## src/rtl/pixel_weight_mac.sv

```systemverilog
// pixel_weight_mac: streaming multi-tap multiply-accumulate for the upscaler
// interpolation datapath. Takes one (unsigned pixel, signed weight) pair per
// cycle, sums TAPS products, then rounds the fixed-point sum and clamps it to
// the pixel range. Two-stage pipeline: multiply (M), then accumulate/output (A).
module pixel_weight_mac #(
  parameter int PIX_W     = 8,
  parameter int WGT_W     = 9,
  parameter int FRAC_BITS = 7,
  parameter int TAPS      = 4,
  parameter int ACC_W     = 20
) (
  input  logic                    clk,
  input  logic                    rst,
  input  logic                    in_valid,
  output logic                    in_ready,
  input  logic [PIX_W-1:0]        in_pixel,
  input  logic signed [WGT_W-1:0] in_weight,
  output logic                    out_valid,
  input  logic                    out_ready,
  output logic [PIX_W-1:0]        out_pixel,
  output logic signed [ACC_W-1:0] out_acc,
  output logic                    out_sat
);

  localparam int PROD_W = PIX_W + WGT_W + 1;
  localparam int TAP_W  = $clog2(TAPS);
  localparam int HALF   = 1 << (FRAC_BITS - 1);

  localparam logic [TAP_W-1:0]    LAST_TAP = TAP_W'(TAPS - 1);
  localparam logic signed [ACC_W:0] RND_HALF = (ACC_W + 1)'(HALF);
  localparam logic signed [ACC_W:0] PIX_MAX  = (ACC_W + 1)'((1 << PIX_W) - 1);

  logic                     stall;
  logic                     accept;
  logic [TAP_W-1:0]         tap_idx;
  logic signed [PROD_W-1:0] prod_calc;
  logic signed [PROD_W-1:0] prod;
  logic                     prod_valid;
  logic                     prod_first;
  logic                     prod_last;
  logic signed [ACC_W-1:0]  acc;
  logic signed [ACC_W-1:0]  prod_ext;
  logic signed [ACC_W-1:0]  acc_next;
  logic signed [ACC_W:0]    rnd_sum;
  logic signed [ACC_W:0]    rnd_shift;
  logic [PIX_W-1:0]         clamp_pixel;
  logic                     clamp_sat;

  // A pending result that downstream has not taken freezes the whole pipe.
  assign stall    = out_valid & ~out_ready;
  assign in_ready = ~stall;
  assign accept   = in_valid & in_ready;

  // Zero-extended pixel times signed weight; exact even for the most negative weight.
  assign prod_calc = PROD_W'($signed({1'b0, in_pixel})) * PROD_W'(in_weight);

  // Running sum restarts on the first tap of each group.
  assign prod_ext = ACC_W'(prod);
  assign acc_next = (prod_first ? '0 : acc) + prod_ext;

  // One extra bit keeps the rounding add from wrapping at the accumulator extremes.
  assign rnd_sum   = (ACC_W + 1)'(acc_next) + RND_HALF;
  assign rnd_shift = rnd_sum >>> FRAC_BITS;

  // Clamp the rounded sum into the unsigned pixel range and flag saturation.
  always_comb begin
    clamp_pixel = rnd_shift[PIX_W-1:0];
    clamp_sat   = 1'b0;
    if (rnd_shift < 0) begin
      clamp_pixel = '0;
      clamp_sat   = 1'b1;
    end else if (rnd_shift > PIX_MAX) begin
      clamp_pixel = '1;
      clamp_sat   = 1'b1;
    end
  end

  // Pipeline registers: tap counter, multiply stage, accumulate stage and output register.
  always_ff @(posedge clk) begin
    if (rst) begin
      tap_idx    <= '0;
      prod       <= '0;
      prod_valid <= 1'b0;
      prod_first <= 1'b0;
      prod_last  <= 1'b0;
      acc        <= '0;
      out_valid  <= 1'b0;
      out_pixel  <= '0;
      out_acc    <= '0;
      out_sat    <= 1'b0;
    end else if (!stall) begin
      prod_valid <= accept;
      if (accept) begin
        prod       <= prod_calc;
        prod_first <= (tap_idx == '0);
        prod_last  <= (tap_idx == LAST_TAP);
        tap_idx    <= (tap_idx == LAST_TAP) ? '0 : tap_idx + 1'b1;
      end

      if (prod_valid) begin
        acc <= acc_next;
      end

      if (prod_valid && prod_last) begin
        out_valid <= 1'b1;
        out_acc   <= acc_next;
        out_pixel <= clamp_pixel;
        out_sat   <= clamp_sat;
      end else begin
        out_valid <= 1'b0;
      end
    end
  end

endmodule

```

## config.mk

```make
export PLATFORM = sky130hd
export DESIGN_NAME = pixel_weight_mac
export DESIGN_NICKNAME = d
export VERILOG_FILES = /design/src/rtl/pixel_weight_mac.sv
export SDC_FILE = /design/constraint.sdc
export NUM_CORES = 1
export LEC_CHECK = 0
export BUFFER_PORTS_ARGS = -buffer_cell sky130_fd_sc_hd__buf_2
export CAP_MARGIN = 20
export CORE_ASPECT_RATIO = 0.5
export CORE_MARGIN = 2
export CORE_UTILIZATION = 38
export DETAILED_ROUTE_END_ITERATION = 10
export GPL_ROUTABILITY_DRIVEN = 1
export HOLD_SLACK_MARGIN = 0.12
export SYNTH_ARGS = -nofsm -noshare
export SYNTH_HDL_FRONTEND = slang
export SYNTH_SLANG_ARGS = --single-unit
```

## constraint.sdc

```tcl
create_clock -name clk -period 7.1 [get_ports clk]
set_input_delay 0.71 -clock clk [delete_from_list [all_inputs] [get_ports clk]]
set_output_delay 0.71 -clock clk [all_outputs]
set_load 0.005 [all_outputs]
```

==> impl_metrics.toml <==
[setup_path]
endpoint_kind = "register"
worstPathRequired_ns = 7.36
path_common_cell = "fa_1"
cp_data_arrival_time_ns = 5.66
critical_path_buf_inv_count = 4
max_stage_delay_ns = 0.57
path_delay_family = "adder cells"
crit_fanout = 9
crit_chain = "buf_2, nand2b_1, fa_1, fa_1, inv_1, fa_1, inv_1, fa_1, fa_1, inv_1, ha_1, a21oi_1, o21bai_1, a21oi_1, o21ba_2, o21ai_0, o41ai_1, xnor2_1, nand2_1, a21oi_1"
r2r-start = "prod_first$_SDFFE_PP0P_"
r2r_slack_ns = 2.80
slowest_stage = "fa_1"
crit_type = "primary input to register"
cp-start-kind = "primary input"
rr_worst_depth = 13
r2r_end = "out_pixel[2]$_SDFFE_PP0P_"

[logic_synthesis]
syn_nets = 913
synth_area_leaders = "dfxtp_1 23%, ha_1 15%, fa_1 14%"
yosys.area.top_type_share = 0.2294
ys.warnings.count = 0
yosysMostFrequentCell = "nand2_1"
synth_top_area_cell = "dfxtp_1"
synth.distinct_cells = 58
synth-main-ff-cell = "dfxtp_1"
postSynthCellCount = 773
yosysSeqAreaShare = 0.2294
synth_edf_count = 0
synthesis.area_um2 = 6370
postSynthRegisterBits = 73
synth-async-reset-ratio = 0
synthTopCellsByCount = "141 x nand2_1, 78 x a21oi_1, 75 x ha_1"
syn_avg_cell_area_um2 = 8.240

[cts]
clk_pin_slew_ns = 0.06
cts_root_buf = "clkbuf_16"
ctsResizeCount = 0
postCtsHoldBufs = 0
htree_levels = 3
cts_buffers = 9
numClockSinks = 73
cts_max_path_buffers = 2
cts_tree = "done"
postCtsSetupBuffers = 0
worstSkewPairLatency_ns = 0.33

[power]
leakage_nw = 3.422
p_per_area_nw_per_um2 = 246.8
vdd_ir_drop_max_v = 0.0001065

[die]
core_um2 = 16390
die-area_um2 = 17880
die_h_um = 95.55
die_w_um = 187.1
io_pins = 52
start_util = 0.3886
rows = 33

[finish]
area_delta_synth_final_pct = 10.96
regArea_um2 = 1461
fin_util = 0.4312
layout.nets = 946
multi_input_area_um2 = 4519
antenna_cells = 0
drive_gt1_frac = 0.09506
num-fill-cells = 1656

[run]
drv_cap = 0

[global_routing]
grt_max_degree = 67
grt_pass1_wl_mm = 24.19
gr-usage-all-layers = 0.1676
first_global_vias = 4787
antenna_found_initial = 0
gr-total-overflow = 0

[placement]
place_congestion = 0.8649
hpwl_mm = 11.33
portBuffers = 51

[timing]
period_minus_slack_ns = 5.397
rsz0062_at_grt = "no"
skew_ns = 0.007619
fmax_ghz = 0.1853
worst_slew_pin_slew_ns = 0.8393
min_period_over_period = 0.7602
final.setup.tns_ns = 0
setup_viol = 0
finalHoldViolations = 0
max_slew_margin = 0.4391
slew_viol_final = 0

[routing]
drt_iter0_markers = 248
remaining_drc_errors = 0
avgRoutedWirePerCell_um = 13.81
drtPass1Iterations = 4
drtAntennaViolNets = 0
wl_mm = 14.32
routed-via-count = 5157
viasPerCell = 4.973

[outcome]
status = "completed"

[worst_hold_path]
min_to = "out_acc[11]$_SDFFE_PP0P_"
hp-start = "out_acc[11]$_SDFFE_PP0P_"
hold_depth = 2
hold_class = "register to register"
[worst register-to-register path, cell delays in order (launching register included)]
cell,delay [ns]
dfxtp_1,0.84
nor2b_1,0.11
ha_1,0.26
fa_1,0.43
a211oi_1,0.28
o21ai_2,0.14
o21a_1,0.28
o211ai_1,0.55
o21a_1,0.25
and4b_1,0.22
mux2i_1,0.29
nor4b_4,0.08
o21ai_4,0.28
o221a_1,0.24
[cells by family after synthesis]
logic type	after synthesis	share of synthesized area
AND/OR/NAND/NOR	287	0.2141
AO/OA/AOI/OAI	158	0.1638
adder cells (fa/ha/maj)	119	0.2856
buffers and inverters	103	0.06109
flip-flops	73	0.2294
XOR/XNOR	31	0.04262
multiplexers	2	0.003339
[cell usage in the layout (no fill, tap or decap), types with 3 or more instances in the layout]
cell	synthesis	routed
inv_1	70	70
nand2b_1	11	11
a21oi_1	78	78
and3_1	7	7
fa_1	44	44
a211oi_1	14	14
o21bai_1	4	4
nand2_1	141	141
dfxtp_1	73	73
o221a_1	8	8
ha_1	75	75
o21ai_0	6	6
nor3_1	11	11
nor2b_1	21	21
clkbuf_16	0	9
clkbuf_1	31	3
a21o_1	14	14
xor2_1	9	9
buf_2	2	51
nor2_1	41	41
o211ai_1	4	4
nand3_1	7	7
and2_1	29	29
buf_4	0	4
xnor2_1	22	22
o21a_1	5	5
[worst max path at each step]
stage | to | slack [ns] | start | cells after the start
5_1_grt | prod[17]$_SDFFE_PP0P_ | 1.44 | in_pixel[0] | 20
3_5_place_dp | prod[17]$_SDFFE_PP0P_ | 1.32 | in_pixel[0] | 20
2_1_floorplan | prod[17]$_SDFFE_PP0P_ | 1.68 | in_pixel[3] | 22
3_3_place_gp | prod[17]$_SDFFE_PP0P_ | 1.44 | in_pixel[0] | 20
4_1_cts | prod[17]$_SDFFE_PP0P_ | 1.66 | in_pixel[0] | 20
6_report | prod[17]$_SDFFE_PP0P_ | 1.70 | in_pixel[0] | 20
[metal layers]
layer | global-route usage | vias up | routed length (µm)
met1 | 0.2641 | 2388 | 8308
li1 | - | 2656 | -
met2 | 0.2354 | 101 | 5342
met5 | 0 | - | 0
met4 | 0.03373 | 0 | 117
met3 | 0.02613 | 12 | 553
[area by class of cell]
type | instances | share of cell area
Inverter | 70 | 0.03717
Multi-Input combinational cell | 597 | 0.6394
Clock inverter | 3 | 0.002655
Timing Repair Buffer | 55 | 0.04036
Sequential cell | 73 | 0.2068
Clock buffer | 12 | 0.03346
Tap cell | 227 | 0.04018
[power by group]
part	internal (W)	leakage, nW	switching (W)	total (W)
clock	0.000234	0.126	0.000167	0.000401
sequential	0.000445	0.593	0.0000283	0.000474
combinational	0.000379	2.70	0.000491	0.000870
total	0.00106	3.42	0.000686	0.00174
[sequential cells by signal (all words and copies together), names as in the netlist]
name        flops
acc            20
out_acc        20
out_pixel       8
out_sat         1
out_valid       1
prod           18
prod_first      1
prod_last       1
prod_valid      1
tap_idx         2
[stage by stage]
step / power (W) / cell area, µm² / hold WS (ns) / setup slack [ns] / instances
after floorplan: 0.001169 / 6370 / 0.4318 / 1.681 / 773
after global placement: 0.001338 / 6813 / 0.4376 / 1.440 / 1022
after detailed placement: 0.001348 / 6813 / 0.4436 / 1.324 / 1022
after CTS: 0.001763 / 7068 / 0.4517 / 1.656 / 1037
after global routing: 0.001914 / 7068 / 0.4652 / 1.438 / 1037
final: 0.001745 / 7068 / 0.4484 / 1.703 / 1037
Power figures use the tool's default switching activity.
